**src/rtl/div_unit_pkg.sv**
```systemverilog
// Shared definitions for the RV32M divider: ALU operation codes and divider FSM states.
package div_unit_pkg;

  localparam logic [4:0] ALU_ADD  = 5'd0;
  localparam logic [4:0] ALU_DIV  = 5'd10;
  localparam logic [4:0] ALU_DIVU = 5'd11;
  localparam logic [4:0] ALU_REM  = 5'd12;
  localparam logic [4:0] ALU_REMU = 5'd13;

  typedef enum logic [1:0] {
    DIV_S_IDLE = 2'd0,
    DIV_S_CALC = 2'd1,
    DIV_S_FIX  = 2'd2,
    DIV_S_DONE = 2'd3
  } div_state_e;

  function automatic logic is_div_op(input logic [4:0] code);
    logic hit;
    case (code)
      ALU_DIV, ALU_DIVU, ALU_REM, ALU_REMU: hit = 1'b1;
      default:                              hit = 1'b0;
    endcase
    return hit;
  endfunction

endpackage

```
**src/rtl/div_step.sv**
```systemverilog
// One restoring shift-subtract division step on unsigned magnitudes.
module div_step #(
  parameter int XLEN = 32
) (
  input  logic [XLEN:0]   rem_in,
  input  logic [XLEN-1:0] quo_in,
  input  logic [XLEN-1:0] divisor,
  output logic [XLEN:0]   rem_out,
  output logic [XLEN-1:0] quo_out
);
  logic [XLEN:0] shifted_s;
  logic [XLEN:0] diff_s;
  logic          ge_s;

  assign shifted_s = {rem_in[XLEN-1:0], quo_in[XLEN-1]};
  assign diff_s    = shifted_s - {1'b0, divisor};
  // a set top bit means the shifted value is already past any XLEN-bit divisor
  assign ge_s      = rem_in[XLEN] | (shifted_s >= {1'b0, divisor});

  // Keep the difference and set the quotient bit when the subtraction fits
  always_comb begin
    rem_out = shifted_s;
    quo_out = {quo_in[XLEN-2:0], 1'b0};
    if (ge_s) begin
      rem_out    = diff_s;
      quo_out[0] = 1'b1;
    end else begin
      rem_out    = shifted_s;
      quo_out[0] = 1'b0;
    end
  end

endmodule

```
**src/rtl/div_unit.sv**
```systemverilog
// Iterative RV32M divider (DIV/DIVU/REM/REMU) with fixed latency and a stall request.
// Optional last-result cache enabled by defining DIV_RESULT_CACHE_EN.
module div_unit
  import div_unit_pkg::*;
#(
  parameter int XLEN  = 32,
  parameter int CNT_W = 6
) (
  input  logic            clk,
  input  logic            rst_n,
  input  logic            flush,
  input  logic            start,
  input  logic [4:0]      op,
  input  logic [XLEN-1:0] rs1,
  input  logic [XLEN-1:0] rs2,
  output logic            busy,
  output logic            done,
  output logic [XLEN-1:0] result
);
  localparam logic [XLEN-1:0] ZERO     = {XLEN{1'b0}};
  localparam logic [XLEN-1:0] ALL_ONES = {XLEN{1'b1}};
  localparam logic [XLEN-1:0] INT_MIN  = {1'b1, {(XLEN-1){1'b0}}};

  div_state_e state_r, state_n;
  logic busy_r, done_r, is_rem_r, neg_q_r, neg_r_r;
  logic [XLEN-1:0] result_r, quo_r, divisor_r;
  logic [XLEN:0] rem_r;
  logic [CNT_W-1:0] cnt_r;

  logic op_signed_s, op_rem_s, accept_s, div_zero_s, ovf_s, hit_s, special_s;
  logic rs1_neg_s, rs2_neg_s;
  logic [XLEN-1:0] rs1_mag_s, rs2_mag_s, special_res_s, quo_fix_s, rem_fix_s;
  logic [XLEN:0] step_rem_s;
  logic [XLEN-1:0] step_quo_s;

  assign op_signed_s = (op == ALU_DIV) || (op == ALU_REM);
  assign op_rem_s    = (op == ALU_REM) || (op == ALU_REMU);
  assign accept_s    = (state_r == DIV_S_IDLE) && start && !flush && is_div_op(op);
  assign div_zero_s  = (rs2 == ZERO);
  assign ovf_s       = op_signed_s && (rs1 == INT_MIN) && (rs2 == ALL_ONES);
  assign special_s   = div_zero_s || ovf_s || hit_s;
  assign rs1_neg_s   = op_signed_s && rs1[XLEN-1];
  assign rs2_neg_s   = op_signed_s && rs2[XLEN-1];
  assign rs1_mag_s   = rs1_neg_s ? (ZERO - rs1) : rs1;
  assign rs2_mag_s   = rs2_neg_s ? (ZERO - rs2) : rs2;
  assign quo_fix_s   = neg_q_r ? (ZERO - quo_r) : quo_r;
  assign rem_fix_s   = neg_r_r ? (ZERO - rem_r[XLEN-1:0]) : rem_r[XLEN-1:0];

  div_step #(.XLEN(XLEN)) u_step (
    .rem_in  (rem_r),
    .quo_in  (quo_r),
    .divisor (divisor_r),
    .rem_out (step_rem_s),
    .quo_out (step_quo_s)
  );

`ifdef DIV_RESULT_CACHE_EN
  logic            cache_valid_r, cache_signed_r, op_signed_r;
  logic [XLEN-1:0] cache_rs1_r, cache_rs2_r, cache_quo_r, cache_rem_r, op_rs1_r, op_rs2_r;

  assign hit_s = cache_valid_r && (rs1 == cache_rs1_r) && (rs2 == cache_rs2_r)
                 && (op_signed_s == cache_signed_r);

  // Remember raw operands of the op in flight and capture them with its results on completion
  always_ff @(posedge clk) begin
    if (!rst_n) begin
      cache_valid_r  <= 1'b0;
      cache_signed_r <= 1'b0;
      op_signed_r    <= 1'b0;
      cache_rs1_r    <= ZERO;
      cache_rs2_r    <= ZERO;
      cache_quo_r    <= ZERO;
      cache_rem_r    <= ZERO;
      op_rs1_r       <= ZERO;
      op_rs2_r       <= ZERO;
    end else begin
      if (accept_s) begin
        op_rs1_r    <= rs1;
        op_rs2_r    <= rs2;
        op_signed_r <= op_signed_s;
      end
      if ((state_r == DIV_S_FIX) && !flush) begin
        cache_valid_r  <= 1'b1;
        cache_rs1_r    <= op_rs1_r;
        cache_rs2_r    <= op_rs2_r;
        cache_signed_r <= op_signed_r;
        cache_quo_r    <= quo_fix_s;
        cache_rem_r    <= rem_fix_s;
      end
    end
  end
`else
  assign hit_s = 1'b0;
`endif

  // Result for operations that complete without iterating
  always_comb begin
    special_res_s = ZERO;
    if (div_zero_s) begin
      special_res_s = op_rem_s ? rs1 : ALL_ONES;
    end else if (ovf_s) begin
      special_res_s = op_rem_s ? ZERO : INT_MIN;
    end else begin
`ifdef DIV_RESULT_CACHE_EN
      special_res_s = op_rem_s ? cache_rem_r : cache_quo_r;
`else
      special_res_s = ZERO;
`endif
    end
  end

  // Next-state logic; flush overrides every state
  always_comb begin
    state_n = state_r;
    if (flush) begin
      state_n = DIV_S_IDLE;
    end else begin
      case (state_r)
        DIV_S_IDLE: if (accept_s) state_n = special_s ? DIV_S_DONE : DIV_S_CALC;
                    else          state_n = DIV_S_IDLE;
        DIV_S_CALC: if (cnt_r == CNT_W'(1)) state_n = DIV_S_FIX;
                    else                    state_n = DIV_S_CALC;
        DIV_S_FIX:  state_n = DIV_S_DONE;
        DIV_S_DONE: state_n = DIV_S_IDLE;
        default:    state_n = DIV_S_IDLE;
      endcase
    end
  end

  // State, registered outputs and the iterating datapath
  always_ff @(posedge clk) begin
    if (!rst_n) begin
      state_r   <= DIV_S_IDLE;
      busy_r    <= 1'b0;
      done_r    <= 1'b0;
      result_r  <= ZERO;
      rem_r     <= {(XLEN+1){1'b0}};
      quo_r     <= ZERO;
      divisor_r <= ZERO;
      cnt_r     <= {CNT_W{1'b0}};
      is_rem_r  <= 1'b0;
      neg_q_r   <= 1'b0;
      neg_r_r   <= 1'b0;
    end else begin
      state_r <= state_n;
      busy_r  <= (state_n != DIV_S_IDLE);
      done_r  <= (state_n == DIV_S_DONE);
      if (accept_s) begin
        is_rem_r  <= op_rem_s;
        neg_q_r   <= rs1_neg_s ^ rs2_neg_s;
        neg_r_r   <= rs1_neg_s;
        rem_r     <= {(XLEN+1){1'b0}};
        quo_r     <= rs1_mag_s;
        divisor_r <= rs2_mag_s;
        cnt_r     <= CNT_W'(XLEN);
        if (special_s) result_r <= special_res_s;
      end else if ((state_r == DIV_S_CALC) && !flush) begin
        rem_r <= step_rem_s;
        quo_r <= step_quo_s;
        cnt_r <= cnt_r - CNT_W'(1);
      end else if ((state_r == DIV_S_FIX) && !flush) begin
        result_r <= is_rem_r ? rem_fix_s : quo_fix_s;
      end
    end
  end

  assign busy   = busy_r;
  assign done   = done_r;
  assign result = result_r;

endmodule

```
**config.mk**
```make
export PLATFORM = sky130hd
export DESIGN_NAME = div_unit
export DESIGN_NICKNAME = d
export VERILOG_FILES = /design/src/rtl/div_unit_pkg.sv /design/src/rtl/div_step.sv /design/src/rtl/div_unit.sv
export SDC_FILE = /design/constraint.sdc
export NUM_CORES = 1
export LEC_CHECK = 0
export ABC_CLOCK_PERIOD_IN_PS = 4010
export CORE_MARGIN = 2
export CORE_UTILIZATION = 50
export DETAILED_ROUTE_END_ITERATION = 10
export PLACE_DENSITY = 0.7
export SLEW_MARGIN = 0
export SYNTH_ARGS = -nofsm -noshare
export SYNTH_HDL_FRONTEND = slang
export SYNTH_SLANG_ARGS = --single-unit
```
**constraint.sdc**
```tcl
create_clock -name clk -period 4.01 [get_ports clk]
set_input_delay 1.203 -clock clk [delete_from_list [all_inputs] [get_ports clk]]
set_output_delay 1.203 -clock clk [all_outputs]
set_load 0.01 [all_outputs]
```
==> reports/metrics.cfg <==
[status]
outcome=complete, no violations

[yosys]
async_flop_share=0
avgSynthCellArea_um2=7.46
synth_edf_count=0
synthTopCellsByArea=dfxtp_1 26%, xnor2_1 6.2%, nand2_1 5.6%, nor2_1 5.0%, xor2_1 5.0%
synth.distinct_cells=80
syn_inst=1487
synth_area_um2=11100
synth.top_cell.area_share=0.256
yosysWarnings=0
synth-seq-area-share=0.256
synth_ff_type=dfxtp_1
yosysTopAreaCell=dfxtp_1
synth_most_common_cell=nand2_1
syn-num-nets=1600
yosys_register_bits=142
yosys-top-cells-count=165 x nand2_1, 149 x nor2_1, 142 x dfxtp_1

[sta]
relSlewSlack=0.246
max_freq_mhz=268
fin_crit_sh=0.930
timing.final.ws_setup_ns=0.280
min_period_ns=3.73
fin_skew_ns=0.0147
tns_ns=0
hold_viol_final=0
setup_viol=0
tightest_slew_ns=1.13
rsz0062_at_grt=false
maxSlewViolCount=0

[die]
placementRows=54
dieArea_um2=23400
die_height_um=153
boundaryPins=107
core_area_um2=21800
start_util=0.508
dieWidth_um=153

[cts]
clock_latency_ns=0.43
htreeDepth=4
cts_resized=0
cts_tree=built
cts_buffer_depth=2
clockRootBuffer=clkbuf_16
cts_buffers=17
post_cts_buffers=0
hold_buffers=0
cts.sink_count=142
clkTransAtPathRegs_ns=0.06

[power_and_ir_drop]
peakVddDrop_v=0.000291
power_density_nw_per_um2=292
p_leak_nw=4.95

[routing]
routedWlPerCell_um=18.6
dr.pass1.iters=6
drt_wl_total_um=35300
post-route-drc-count=0
viasPerCell=6.19
vias=11700
ant_nets=0
drt_iter0_markers=1040

[critical_path]
worstPathArrival_ns=4.06
cp-startpoint=rs1[9]
reg2reg_from=rem_r[29]$_SDFFE_PP0P_
startpoint_type=input pin
end_kind=flop
rr_worst_depth=9
crit_type=in2reg
cp_max_fo=22
crit_required_ns=4.34

[global_routing]
grt_pass1_vias=10600
antenna_found_initial=0
grt_start_max_net_pins=95
grt_use_total=0.297
grt_pass1_wl_um=56800
overflow=0

[place]
dp_hpwl_um=26200
dpl_worst_slack_ns=-0.0987
portBuffers=106
gp_congestion=0.941

[cells_and_area]
syn_to_final_growth_pct=21.1
diodes=0
nets=1716
layout-drive-gt1-share=0.112

[min_path]
hold_path.class=reg2reg
hold_depth=2
min-delay-start=divisor_r[31]$_SDFFE_PN0P_

[run]
cap_violations=0

layout make-up:
cell class,instances,area (um^2)
clock buffer,18,439
clock inverter,14,158
fill,2046,8390
inverter,62,234
multi-input combinational,1178,7580
sequential,142,2840
tap,280,350
timing repair buffer,202,1830
layout by cell type, fill, tap and decap left out, types with 5 or more instances in the layout:
master,n
nand2_1,165
nor2_1,148
dfxtp_1,142
a21oi_1,108
clkdlybuf4s50_1,106
o21ai_0,94
buf_4,92
xnor2_1,79
xor2_1,63
inv_1,61
nand3_1,40
a31oi_1,39
ha_1,39
a211oi_1,36
nor3_1,32
a22oi_1,30
o211ai_1,29
nand4_1,25
or3_1,23
o31ai_1,18
clkbuf_16,17
nor4_1,14
a21o_1,14
a311oi_2,11
nand2b_1,10
or4_1,10
o41ai_1,10
o21bai_1,10
a41oi_1,9
o21a_1,9
mux2i_1,8
and3_1,6
nor4_2,5
o311a_1,5
o22ai_1,5
a311oi_1,5
state kept, by name (all words and copies together) (netlist names):
register and flops:
busy 1, cnt_r 6, divisor_r 32, done 1, is_rem_r 1, neg_q_r 1, neg_r_r 1, quo_r 32
rem_r 33, result 32, state_r 2
stage by stage:
step	hold slack [ns]	instance area, um^2	power (mW)	instances	util
after floorplan	0.432	11100	2.02	1487	-
final	0.460	13400	3.93	1896	0.616
after global placement	0.439	12800	2.30	1864	0.588
after detailed placement	0.452	12800	2.31	1864	0.588
after global routing	0.483	13400	4.09	1896	0.616
after CTS	0.460	13400	3.93	1896	0.616
worst max-delay path, cell delays in order:
cell and delay, ns:
clkdlybuf4s50_1 0.44, or3_1 0.46, nor4_2 0.22, nand4_1 0.32
or3_1 0.47, a21oi_2 0.18, o21bai_4 0.24, buf_12 0.22
nor2_1 0.07, a311oi_2 0.23
per-layer routing:
layer / part of all wire / up-vias / track usage
li1: - / 5660 / -
met1: 0.45 / 5506 / 0.422
met2: 0.45 / 513 / 0.463
met3: 0.081 / 63 / 0.0499
met4: 0.024 / 0 / 0.0855
met5: 0 / - / 0
where the power goes:
part	switching (mW)	internal, mW	leakage (nW)
registers	0.0189	1.43	1.15
logic	0.496	0.356	3.52
clock network	0.688	0.943	0.284
total	1.20	2.72	4.95
final timing paths:
| kind | endpoint | slack [ns] |
|---|---|---|
| setup / recovery | result[5]$_SDFFE_PN0P_ | 0.28 |
| hold / removal | divisor_r[31]$_SDFFE_PN0P_ | 0.46 |
| setup reg to reg | rem_r[19]$_SDFFE_PP0P_ | 0.73 |
| hold reg to reg | divisor_r[31]$_SDFFE_PN0P_ | 0.46 |
cell families after synthesis:
logic type               Yosys count  share of synthesized area
buffers and inverters            167                     0.0624
AO/OA/AOI/OAI                    478                      0.294
AND/OR/NAND/NOR                  509                      0.221
multiplexers                       9                    0.00823
adder cells (fa/ha/maj)           40                     0.0458
XOR/XNOR                         142                      0.112
flip-flops                       142                      0.256
No activity file was read; power rests on OpenSTA's default activity.
